===== config.mk =====
export PLATFORM = sky130hd
export DESIGN_NAME = enet_nios_down_timer
export DESIGN_NICKNAME = d
export VERILOG_FILES = /design/src/rtl/enet_nios_down_timer.sv
export SDC_FILE = /design/constraint.sdc
export NUM_CORES = 1
export LEC_CHECK = 0
export CAP_MARGIN = 20
export CORE_MARGIN = 5
export CORE_UTILIZATION = 47
export DETAILED_ROUTE_END_ITERATION = 16
export PLACE_DENSITY = 0.71
export SLEW_MARGIN = 40
export SYNTH_ARGS = -nofsm -noshare
export SYNTH_HDL_FRONTEND = slang
export SYNTH_SLANG_ARGS = --single-unit

===== constraint.sdc =====
create_clock -name clk -period 2.2 [get_ports clk]
set_clock_uncertainty 0.05 [all_clocks]
set_input_delay 0.22 -clock clk [delete_from_list [all_inputs] [get_ports clk]]
set_output_delay 0.22 -clock clk [all_outputs]
set_load 0.1 [all_outputs]

===== src/rtl/enet_nios_down_timer.sv =====
// enet_nios_down_timer: loadable down-counting interval timer with prescaler, sticky timeout and maskable irq (PRESCALE_W <= WIDTH)
module enet_nios_down_timer #(
  parameter int WIDTH      = 16,
  parameter int PRESCALE_W = 8
) (
  input  logic             clk,
  input  logic             sclr,
  input  logic             chipselect,
  input  logic [2:0]       address,
  input  logic             write,
  input  logic [WIDTH-1:0] writedata,
  input  logic             read,
  output logic [WIDTH-1:0] readdata,
  output logic             irq,
  output logic             tc_pulse
);
  logic [WIDTH-1:0] count, period, count_n, rd_mux;
  logic [PRESCALE_W-1:0] prescale, pre_cnt;
  logic to, run, ito, cont, run_n, to_n, ito_n;
  logic wr, wr_ctl, wr_per, start, stop, tick, tc;
  assign wr     = chipselect & write;
  assign wr_ctl = wr && address == 3'd1;
  assign wr_per = wr && address == 3'd2;
  assign start  = wr_ctl & writedata[2] & ~writedata[3];
  assign stop   = wr_ctl & writedata[3];
  assign tick   = run && pre_cnt == prescale;
  assign tc     = tick && count == '0;
  always_comb begin
    run_n  = stop ? 1'b0 : start ? 1'b1 : (tc && !cont) ? 1'b0 : run;
    to_n   = tc || (to && !(wr && address == 3'd0));
    ito_n  = wr_ctl ? writedata[0] : ito;
    // a reload coinciding with a PERIOD write takes the incoming value
    count_n = start ? period :
              stop ? count :
              (wr_per && !run) ? writedata :
              !tick ? count :
              count != '0 ? count - 1'b1 :
              cont ? (wr_per ? writedata : period) : count;
    rd_mux = address == 3'd0 ? WIDTH'({run, to}) :
             address == 3'd1 ? WIDTH'({cont, ito}) :
             address == 3'd2 ? period :
             address == 3'd3 ? WIDTH'(prescale) :
             address == 3'd4 ? count : '0;
  end
  always_ff @(posedge clk) begin
    if (sclr) begin
      count    <= '0;
      period   <= '0;
      prescale <= '0;
      pre_cnt  <= '0;
      to       <= 1'b0;
      run      <= 1'b0;
      ito      <= 1'b0;
      cont     <= 1'b0;
      readdata <= '0;
      irq      <= 1'b0;
      tc_pulse <= 1'b0;
    end else begin
      count    <= count_n;
      run      <= run_n;
      to       <= to_n;
      ito      <= ito_n;
      irq      <= to_n & ito_n;
      tc_pulse <= tc;
      pre_cnt  <= (start || stop || !run_n || tick) ? '0 : pre_cnt + 1'b1;
      if (wr_ctl) cont <= writedata[1];
      if (wr_per) period <= writedata;
      if (wr && address == 3'd3) prescale <= writedata[PRESCALE_W-1:0];
      if (chipselect && read) readdata <= rd_mux;
    end
  end
endmodule


==> impl_metrics.json, run 1 <==
{
  "syn_area_um2": 3730,
  "n_fill_cell": 653,
  "period_share": 1.02,
  "viasPerCell": 5.97,
  "p_switching_mw": 0.735,
  "fin_area_um2": 4950,
  "whs_path_depth": 3,
  "switching_share": 0.264,
  "port_buffers": 41,
  "r2r_slack_ns": -0.04,
  "setup_slack_ns": -0.0358,
  "gp_congestion": 0.899,
  "synth_top_flop_cell": "dfxtp_1",
  "p_int_mw": 2.04,
  "cap_violations": 0,
  "syn_inst": 443,
  "final_cells": 649,
  "drt_first_iter_violations": 336,
  "rsz0062_at_grt": "true",
  "synth_top_area_share": 0.376,
  "cts_tree": "yes",
  "start_kind": "register",
  "grt_pass1_vias": 3706,
  "postSynthAreaPerCell_um2": 8.42,
  "finalMaxSlewViolations": 0,
  "p_leak_nw": 2.03,
  "clkSinkCount": 70,
  "tns_ns": -0.0358,
  "postRouteAntennaNets": 0,
  "final_cell_mix": "buf_4 (89), dfxtp_1 (66), nor2_1 (54)",
  "tightest_slew_ns": 0.713,
  "antenna_found_initial": 0,
  "r2r-start": "count[13]",
  "layout_min_cycle_time_ns": 2.24,
  "core.rowCount": 32,
  "synth_nets": 470,
  "powerDensity_nw_per_um2": 561,
  "synth-edff-count": 0,
  "hold_path_end": "period[12]",
  "violations": "setup timing",
  "clockBufferDepth": 2,
  "finalSetupViolations": 1,
  "drive_above_1_share": 0.267,
  "synth_cell_types": 70,
  "hp-class": "primary input to register",
  "p_comb_frac": 0.115,
  "cts_buffers": 9,
  "dpl.cell_count": 624,
  "core_um2": 7730,
  "cp-end-kind": "register",
  "initial_core_util": 0.483,
  "overflow": 0,
  "cts-root-buf": "clkbuf_8",
  "p_seq_frac": 0.465,
  "fmax_ghz": 0.447,
  "ir_drop_mv": 0.317,
  "vias": 3874,
  "rr_worst_depth": 7,
  "ys_top_cells_by_area": "dfxtp_1 (38%), nor2_1 (5.4%), nand2_1 (4.9%), a21oi_1 (3.5%), mux2i_1 (3.5%)",
  "antenna_cells": 0,
  "die_area_um2": 9810,
  "ys_ff_latch": 70,
  "critPathMaxFanout": 5,
  "synthToLayoutAreaGrowth_pct": 32.9,
  "hp-start": "writedata[12]",
  "final_common_cell": "buf_4",
  "crit_type": "register to register",
  "clock_latency_ns": 0.35,
  "holdWs_ns": 0.400,
  "status": "finished with violations",
  "die_x_um": 99.1,
  "slew_headroom": 0.524,
  "wl_per_cell_um": 18.2,
  "placed_area_um2": 4580,
  "yosysWarnings": 0,
  "final_hold_viol_count": 0,
  "wl_mm": 11.8,
  "crit_required_ns": 2.39,
  "pre_cts_slack_ns": -0.187,
  "grt_max_degree": 27,
  "synth-seq-area-share": 0.376,
  "yosysTopAreaCell": "dfxtp_1",
  "die_h_um": 99.1,
  "rr_endpoint": "count[10]",
  "synthArstFlopShare": 0,
  "ioPinCount": 42,
  "nNetsFinal": 569,
  "first_pass_iters": 5,
  "track_usage": 0.239,
  "htreeDepth": 3,
  "dp_hpwl_mm": 8.52,
  "drc": 0,
  "cts.clk_slew.worst_paths_ns": 0.08,
  "p_clk_frac": 0.420,
  "grt_pass1_wl_mm": 18.8,
  "worst-endpoint-arrival_ns": 2.42
}
## cell usage after synthesis (all sizes together), types with 11 or more instances
master / count
a21oi: 28
a22o: 14
clkbuf: 17
dfxtp: 70
mux2i: 13
nand2: 50
nand3: 11
nor2: 55
nor3: 15
o21ai: 17
xnor2: 14
## flip-flops by register name, summed over array words and instances, names as in the netlist
name	count
period	16
tc_pulse	1
cont	1
readdata	16
to	1
run	1
count	16
ito	1
pre_cnt	8
prescale	8
irq	1
## routing by layer
metal | global-route usage | share of wire | routed length [µm]
met2 | 0.377 | 0.47 | 5590
met5 | 0 | 0 | 0
met1 | 0.328 | 0.43 | 5130
met4 | 0.0882 | 0.020 | 239
met3 | 0.0410 | 0.073 | 867
## what timing repair did
item,4_1_cts,5_1_grt
hold buffers,0,0
setup buffers,4,6
gates resized for setup,9,13
setup endpoints to repair,4,16
pin swaps,9,9
## logic make-up (layout without fill, tap and decap cells)
kind of cell | Yosys count | count (layout) | share of synthesized area
adder cells (fa/ha/maj) | 3 | 3 | 0.0101
buffers and inverters | 34 | 138 | 0.0409
AO/OA/AOI/OAI | 121 | 121 | 0.228
XOR/XNOR | 21 | 21 | 0.0493
AND/OR/NAND/NOR | 175 | 175 | 0.240
multiplexers | 19 | 19 | 0.0560
flip-flops | 70 | 70 | 0.376
## power groups by stage
stage / Clock, mW / Combinational (mW) / Sequential, mW
2_1_floorplan: 0 / 0.123 / 1.38
3_3_place_gp: 0 / 0.304 / 1.32
3_5_place_dp: 0 / 0.310 / 1.32
4_1_cts: 1.18 / 0.312 / 1.29
5_1_grt: 1.24 / 0.339 / 1.29
6_report: 1.17 / 0.319 / 1.29
## layout make-up
type                       count  area [µm²]  share of cell area
clock buffer                   9         124              0.0250
sequential                    70        1410               0.284
inverter                       8        30.0             0.00606
timing repair buffer         114         921               0.186
clock inverter                 7        97.6              0.0197
multi-input combinational    339        2250               0.454
tap                          102         128              0.0258
## critical path, stage by stage (launching register included)
cell and delay (ns):
dfxtp_2 0.33, or3_4 0.41, or3_4 0.39, buf_6 0.13, nor2_4 0.15, a221oi_2 0.08
a221o_1 0.35, a32o_2 0.23
## worst max-delay path by stage
stage / from / end / slack [ns]
floorplan: count[10] / count[9] / 0.04
global placement: address[2] / count[11] / -0.18
detailed placement: address[2] / count[6] / -0.19
CTS: count[10] / count[10] / 0.008
global route: count[13] / count[10] / -0.09
finish: count[13] / count[10] / -0.04
## through the flow
step                      power [mW]  utilization
after global routing            2.88        0.641
after detailed placement        1.63        0.593
after floorplan                 1.50            -
after global placement          1.63        0.593
after CTS                       2.78        0.629
final                           2.78        0.641
(Power assumes the default switching activity.)
==> run 2: changes to the inputs <==
Settings changed: TNS_END_PERCENT from default to 30.
==> impl_metrics.json, run 2 (same netlist as run 1, synthesis figures left out) <==
{
  "viasPerCell": 6.00,
  "dp_hpwl_mm": 8.52,
  "cts_buffers": 9,
  "utilization": 0.641,
  "die_x_um": 99.1,
  "rr_worst_depth": 7,
  "grt_pass1_vias": 3695,
  "cap_violations": 0,
  "cp-end-kind": "register",
  "period_share": 1.02,
  "rsz0062_at_grt": "true",
  "die_area_um2": 9810,
  "antenna_cells": 0,
  "nNetsFinal": 569,
  "wl_mm": 11.8,
  "cp_top_family": "simple AND/OR/NAND/NOR gates",
  "p_leak_nw": 2.03,
  "ir_drop_mv": 0.320,
  "port_buffers": 41,
  "crit_required_ns": 2.39,
  "wl_per_cell_um": 18.2,
  "wl_met3_um": 846,
  "initial_core_util": 0.483,
  "dpl.cell_count": 624,
  "htreeDepth": 3,
  "path_cells": "or3_4 -> or3_4 -> buf_6 -> nor2_4 -> a221oi_2 -> a221o_1 -> a32o_2",
  "tightest_slew_ns": 0.708,
  "holdWs_ns": 0.398,
  "postRouteAntennaNets": 0,
  "finalMaxSlewViolations": 0,
  "pre_cts_slack_ns": -0.187,
  "ioPinCount": 42,
  "antenna_found_initial": 0,
  "crit_type": "register to register",
  "clock_latency_ns": 0.35,
  "reg_top3": "count (16), period (16), readdata (16)",
  "n_fill_cell": 653,
  "grt_pass1_wl_mm": 18.7,
  "multi_input_area_um2": 2250,
  "m1WireLength_mm": 5.16,
  "violations": "setup timing",
  "fin_area_um2": 4950,
  "wl_met2_mm": 5.59,
  "hp-class": "primary input to register",
  "powerDensity_nw_per_um2": 562,
  "placed_area_um2": 4580,
  "grt_max_degree": 27,
  "clkSinkCount": 70,
  "fmax_ghz": 0.445,
  "cts_tree": "yes",
  "clockBufferDepth": 2,
  "critPathMaxStageDelay_ns": 0.41,
  "critical_path_depth": 7,
  "core.rowCount": 32,
  "overflow": 0,
  "path_common_cell": "or3_4",
  "top_layer": "met4",
  "drc": 0,
  "final_cells": 649,
  "critPathMaxFanout": 5,
  "crit_slowest_cell": "or3_4",
  "final_cell_mix": "buf_4 (89), dfxtp_1 (67), nor2_1 (54)",
  "cts.clk_slew.worst_paths_ns": 0.08,
  "track_usage": 0.239,
  "vias": 3895,
  "cts-root-buf": "clkbuf_8",
  "whs_path_depth": 3,
  "start_kind": "register",
  "final_common_cell": "buf_4",
  "first_pass_iters": 5,
  "core_um2": 7730,
  "status": "finished with violations",
  "final_hold_viol_count": 0,
  "die_h_um": 99.1,
  "setup_slack_ns": -0.0457,
  "seqCellArea_um2": 1410,
  "layout_min_cycle_time_ns": 2.25,
  "drt_first_iter_violations": 297,
  "slew_headroom": 0.527,
  "worst-endpoint-arrival_ns": 2.43,
  "gp_congestion": 0.899,
  "finalSetupViolations": 3,
  "drive_above_1_share": 0.265,
  "synthToLayoutAreaGrowth_pct": 32.8,
  "critPathBufInv": 1
}
run 2: worst reg2reg max path: cells and delay by family, from the launching register on:
family,cells,cell delay [ns]
flip-flops,1,0.33
AND/OR/NAND/NOR,3,0.96
buffers and inverters,1,0.13
AO/OA/AOI/OAI,3,0.66
run 2: final cells by class:
class | count | share of cell area
Clock buffer | 9 | 0.0250
Clock inverter | 7 | 0.0197
Inverter | 8 | 0.00606
Multi-Input combinational cell | 339 | 0.454
Sequential cell | 70 | 0.284
Tap cell | 102 | 0.0258
Timing Repair Buffer | 114 | 0.186
run 2: what timing repair did:
action	4_1_cts	5_1_grt
hold buffers	0	0
resized for setup	9	12
pin swaps	9	7
setup endpoints to repair	4	15
setup buffers	3	6
run 2: stage by stage:
stage | TNS [ns] | power, mW
detailed placement | -1.76 | 1.63
CTS | 0 | 2.78
global placement | -2.46 | 1.63
floorplan | 0 | 1.50
finish | -0.0799 | 2.78
global route | -0.545 | 2.88
run 2: where the power goes:
part / leakage [nW] / internal (mW) / total [mW] / switching [mW]
Clock: 0.106 / 0.642 / 1.17 / 0.532
Combinational: 1.36 / 0.121 / 0.320 / 0.198
Sequential: 0.567 / 1.28 / 1.29 / 0.0112
Total: 2.03 / 2.04 / 2.78 / 0.741
run 2: final timing paths:
kind                                     from           to  slack (ns)
worst min register to register    readdata[0]  readdata[0]        0.41
worst min-delay path            writedata[13]   period[13]        0.40
worst max-delay path                count[13]    count[10]       -0.05
worst max register to register      count[13]    count[10]       -0.05
run 2: routing by layer:
metal / vias up / GRT usage
li1: 1811 / -
met1: 1884 / 0.327
met2: 176 / 0.375
met3: 24 / 0.0410
met4: 0 / 0.0882
met5: - / 0
